===== config.mk =====
export PLATFORM = sky130hd
export DESIGN_NAME = uart_tx_flat
export DESIGN_NICKNAME = d
export VERILOG_FILES = /design/src/rtl/uart_tx_if.sv /design/src/rtl/uart_tx.sv /design/src/flat_wrapper.sv
export SDC_FILE = /design/constraint.sdc
export NUM_CORES = 1
export LEC_CHECK = 0
export BUFFER_PORTS_ARGS = -buffer_cell sky130_fd_sc_hd__buf_4
export CORE_MARGIN = 1.5
export CORE_UTILIZATION = 59
export DETAILED_ROUTE_END_ITERATION = 10
export PLACE_DENSITY_LB_ADDON = 0.05
export SYNTH_ARGS = -nofsm -noshare
export SYNTH_HDL_FRONTEND = slang
export SYNTH_SLANG_ARGS = --single-unit

===== constraint.sdc =====
create_clock -name clk -period 2.2 [get_ports clk]
set_clock_uncertainty 0.1 [all_clocks]
set_input_delay 0.33 -clock clk [delete_from_list [all_inputs] [get_ports clk]]
set_output_delay 0.33 -clock clk [all_outputs]
set_load 0.01 [all_outputs]

===== src/rtl/uart_tx_if.sv =====
// Byte handshake between a producing client and the UART transmitter.
// The client presents data_in with valid_in; the transmitter raises ready_out when it can take a byte.
`timescale 1ns/1ps
interface uart_tx_if;
    logic [7:0] data_in;
    logic       valid_in;
    logic       ready_out;

    modport master (output data_in, output valid_in, input ready_out);
    modport slave  (input data_in, input valid_in, output ready_out);
endinterface


===== src/rtl/uart_tx.sv =====
// UART transmitter: start bit, 8 data bits MSB-first, optional even parity, 1 or 2 stop bits.
// A byte is accepted only in IDLE; the line is registered and idles high.
`timescale 1ns/1ps
module uart_tx #(
    parameter int CLKS_PER_BIT = 16,
    parameter int PARITY_EN    = 1,
    parameter int STOP_BITS    = 1
) (
    input  logic     clk,
    input  logic     rst,
    uart_tx_if.slave bus,
    output logic     tx_out,
    output logic     busy_out,
    output logic     done_out
);

    typedef enum logic [2:0] {IDLE, START, DATA, PARITY, STOP} state_t;

    localparam logic [15:0] BAUD_LAST = 16'(CLKS_PER_BIT - 1);
    localparam logic        STOP_LAST = 1'(STOP_BITS - 1);

    state_t      state;
    logic [15:0] baud_cnt;
    logic [2:0]  bit_cnt;
    logic [7:0]  shift_reg;
    logic        parity_bit;
    logic        stop_cnt;
    logic        bit_end;
    logic        ready;

    assign bit_end       = (baud_cnt == BAUD_LAST);
    assign ready         = (state == IDLE);
    assign bus.ready_out = ready;
    assign busy_out      = ~ready;

    // tx_out is loaded with the next bit's value on the edge that enters it, so the line
    // only ever moves on bit boundaries.
    always_ff @(posedge clk) begin
        if (rst) begin
            state      <= IDLE;
            baud_cnt   <= '0;
            bit_cnt    <= '0;
            shift_reg  <= '0;
            parity_bit <= 1'b0;
            stop_cnt   <= 1'b0;
            tx_out     <= 1'b1;
            done_out   <= 1'b0;
        end else begin
            // NOTE: non-blocking default makes done_out a single-cycle pulse; later assignments in this block override it.
            done_out <= 1'b0;
            if (state != IDLE) baud_cnt <= bit_end ? 16'd0 : baud_cnt + 16'd1;

            case (state)
                IDLE: begin
                    if (bus.valid_in) begin
                        shift_reg  <= bus.data_in;
                        parity_bit <= ^bus.data_in;
                        baud_cnt   <= '0;
                        bit_cnt    <= '0;
                        tx_out     <= 1'b0;
                        state      <= START;
                    end
                end
                START: begin
                    if (bit_end) begin
                        tx_out <= shift_reg[7];
                        state  <= DATA;
                    end
                end
                DATA: begin
                    if (bit_end) begin
                        shift_reg <= {shift_reg[6:0], 1'b0};
                        bit_cnt   <= bit_cnt + 3'd1;
                        if (bit_cnt != 3'd7) begin
                            tx_out <= shift_reg[6];
                        end else if (PARITY_EN != 0) begin
                            tx_out <= parity_bit;
                            state  <= PARITY;
                        end else begin
                            tx_out   <= 1'b1;
                            stop_cnt <= 1'b0;
                            state    <= STOP;
                        end
                    end
                end
                PARITY: begin
                    if (bit_end) begin
                        tx_out   <= 1'b1;
                        stop_cnt <= 1'b0;
                        state    <= STOP;
                    end
                end
                STOP: begin
                    if (bit_end) begin
                        if (stop_cnt == STOP_LAST) begin
                            done_out <= 1'b1;
                            state    <= IDLE;
                        end else begin
                            stop_cnt <= 1'b1;
                        end
                    end
                end
                default: state <= IDLE;
            endcase
        end
    end

endmodule

===== src/flat_wrapper.sv =====
// flat-port wrapper written by rule: the top's interface ports become plain ports
module uart_tx_flat 
#(
    parameter int CLKS_PER_BIT = 16,
    parameter int PARITY_EN    = 1,
    parameter int STOP_BITS    = 1
)
  (clk, rst, tx_out, busy_out, done_out, bus_data_in, bus_valid_in, bus_ready_out);
  uart_tx_if bus_i ();
  input  logic clk;
  input  logic rst;
  output logic tx_out;
  output logic busy_out;
  output logic done_out;
  input wire logic [$bits(bus_i.data_in)-1:0] bus_data_in;
  input wire logic [$bits(bus_i.valid_in)-1:0] bus_valid_in;
  output wire logic [$bits(bus_i.ready_out)-1:0] bus_ready_out;
  assign bus_i.data_in = bus_data_in;
  assign bus_i.valid_in = bus_valid_in;
  assign bus_ready_out = bus_i.ready_out;
  uart_tx #(.CLKS_PER_BIT(CLKS_PER_BIT), .PARITY_EN(PARITY_EN), .STOP_BITS(STOP_BITS)) u_core (.clk(clk), .rst(rst), .bus(bus_i), .tx_out(tx_out), .busy_out(busy_out), .done_out(done_out));
endmodule

==> summary.txt <==
Status: finished, final reports clean
Final min period: 1.96 ns
Die ar.: 3460 um^2
Clock Tree Root: clkbuf_4
Initial antenna violation count: 0
Max Slew Vio Count: 0
H-Tree Level Count: 2
Area share of the largest cell type after synthesis: 35.9%
Crit path depth: 5
Crit path launch: u_core.baud_cnt[0]$_SDFF_PP0_
CTS tree: yes
Share of cells above drive strength 1: 20.7%
DR vias: 1,831
Worst reg2reg path depth: 5
Commonest non-fill, non-tap cell in the layout: dfxtp_1
Synth area leaders: dfxtp_1 (36%), a31oi_1 (6.5%), nor2_1 (5.1%)
Port bufs: 14
Later-pin clock latency in the skew report: 0.34 ns
Average cell area after synthesis: 8.17 um^2
Number of max-cap violations: 0
First-pass GRT wire length: 7570 um
Worst-path clk slew: 0.10 ns
Area Overhead vs Synth: 11.4%
DRC: 0
Max stage delay on crit path: 0.40 ns
Crit Path Class: register to register
Critical Path End: u_core.shift_reg[3]$_SDFFE_PP0P_
Peak supply drop: 443 uV
Core ar.: 3000 um^2
ANT cells: 0
Syn nets: 239
Final WS setup: 0.245 ns
Setup TNS: 0 ns
CP required: 2.34 ns
Total wire length: 4480 um
Drt first pass iters: 5
Layout Nets: 255
Worst path cell trace: ha_1, and4b_1, and4_2, nand3_2, o221a_2
Finish-stage setup viols: 0
Rel. slew slack: 55.2%
DR vias/cell: 6.68
Post-synthesis sequential area ratio: 35.9%
Crit path DAT: 2.09 ns
Tcrit/Tclk final: 88.9%
Number of clock buffers inserted by TritonCTS: 5
Mapped cell area: 1840 um^2
EDFF count, synth: 0
Top FF cell, synth: dfxtp_1
Tightest Pin Transition: 0.671 ns
Worst min-delay path category: input pin to register
Deepest clock path buffer count: 2
Initial Util: 61.2%
I/O pin cnt: 15
Hold-fix buffers at CTS: 0
Vias in the first global route: 1,713
Layout fillers: 248
Flop2flop setup slack: 0.24 ns
P_leak: 0.746 nW
Fmax: 511 MHz
Synth Register Bits: 33
Initial DRC Count: 176
GP Congestion: 0.892
Final Hold Viols: 0
DP Wirelength: 3150 um
Place WS: 0.130 ns
Crit path capture type: register
Crit Path Max Fanout: 12
CP Buf/Inv Count: 0
Routed WL per cell: 16.4 um
Post-synth cell types: 45
Total clock sinks: 33
Pwr dens: 563 nW/um^2
Die Y-Extent: 58.8 um
Antenna viol nets, final: 0
Dominant cell type by area after synthesis: dfxtp_1
FFs w/ async S/R, synth: 0%
Largest net degree at the start of global routing: 24
Worst r2r src: u_core.baud_cnt[0]$_SDFF_PP0_
Startpoint Class: register
Overflow after GRT: 0
Max FFs per register: 16
Synth Instances: 225
Most frequent cells in the layout: dfxtp_1 (33), buf_4 (26), nor2_1 (25)
Worst path top cell family by delay: simple AND/OR/NAND/NOR gates
Worst-path cell with the longest stage delay: dfxtp_1
Row count: 20
R2r endpoint: u_core.shift_reg[3]$_SDFFE_PP0P_
Overall Global Routing Usage: 28.6%
Die X: 58.8 um
Yosys warnings: 0
Unrepaired setup endpoints after global routing: false
## worst min-delay path by stage
stage | startpoint | end | slack (ns) | cells after the start
floorplan | u_core.baud_cnt[13]$_SDFF_PP0_ | u_core.baud_cnt[13]$_SDFF_PP0_ | 0.36 | 1
global placement | u_core.baud_cnt[0]$_SDFF_PP0_ | u_core.baud_cnt[0]$_SDFF_PP0_ | 0.38 | 2
detailed placement | u_core.baud_cnt[13]$_SDFF_PP0_ | u_core.baud_cnt[13]$_SDFF_PP0_ | 0.39 | 1
CTS | bus_data_in[0] | u_core.shift_reg[0]$_SDFFE_PP0P_ | 0.15 | 3
global route | bus_data_in[0] | u_core.shift_reg[0]$_SDFFE_PP0P_ | 0.15 | 3
finish | bus_data_in[0] | u_core.shift_reg[0]$_SDFFE_PP0P_ | 0.15 | 3
## layer usage
| layer | vias up | routed length (um) | track usage [%] |
|---|---|---|---|
| met4 | 0 | 101 | 11.4 |
| met2 | 72 | 2370 | 52.2 |
| met5 | - | 0 | 0 |
| met3 | 11 | 214 | 3.96 |
| met1 | 861 | 1790 | 33.2 |
| li1 | 887 | - | - |
## tightest hold or removal path: stages
cell,delay [ns]
buf_4,0.12
nand2_1,0.05
a21oi_1,0.05
## kinds of logic after synthesis
family                     count (synthesis)  share of synthesized area [%]
AOI/OAI and AO/OA                         54                           20.8
xor gates and xnor gates                   7                           3.34
adders and majority gates                  3                           2.04
buffers and inverters                     24                           5.92
DFF                                       33                           35.9
muxes                                      2                           1.09
and+or+nand+nor                          102                           30.8
## synthesized netlist by cell type (2+ instances only)
cell type   n
nor2_1     25
dfxtp_1    33
or4_1       3
and3_1      5
nor4_1      7
or3_1       7
nor3_1      4
nand3_1    16
buf_4       2
o21ai_0     4
nand4_1     6
a21oi_1    10
clkbuf_1    6
nand2_1    14
nand4b_1    3
o211ai_1    5
a31oi_1    19
xnor2_1     7
mux2i_1     2
a211oi_1    2
buf_2       8
ha_1        3
inv_1       6
o221a_2     7
## stage by stage
stage / power (mW) / area, um^2 / std cells / hold slack, ns / util [%]
final: 1.15 / 2050 / 274 / 0.150 / 68.2
after floorplan: 0.754 / 1840 / 225 / 0.364 / -
after CTS: 1.15 / 2030 / 272 / 0.151 / 67.7
after global routing: 1.20 / 2050 / 274 / 0.148 / 68.2
after global placement: 0.800 / 1980 / 265 / 0.377 / 65.8
after detailed placement: 0.807 / 1980 / 265 / 0.393 / 65.8
## where the power goes
part / leakage [nW] / total (mW) / internal, mW / switching (mW)
Clock: 0.0314 / 0.358 / 0.151 / 0.207
Combinational: 0.445 / 0.158 / 0.0742 / 0.0839
Sequential: 0.269 / 0.637 / 0.620 / 0.0169
## what timing repair did
| item | 4_1_cts | 5_1_grt |
|---|---|---|
| endpoints found under the hold margin | 0 | 0 |
| buffers inserted | 0 | 2 |
| resized for setup | 0 | 1 |
| endpoints found under the setup margin | 0 | 8 |
## layout make-up
class | count | area (um^2) | share of cell area [%]
sequential | 33 | 661 | 32.3
multi-input combinational | 168 | 1070 | 52.2
timing repair buffer | 26 | 195 | 9.53
inverter | 7 | 26.3 | 1.28
clock buffer | 7 | 55.1 | 2.69
tap | 33 | 41.3 | 2.02
Note: power is estimated with default switching activity, not from simulation.
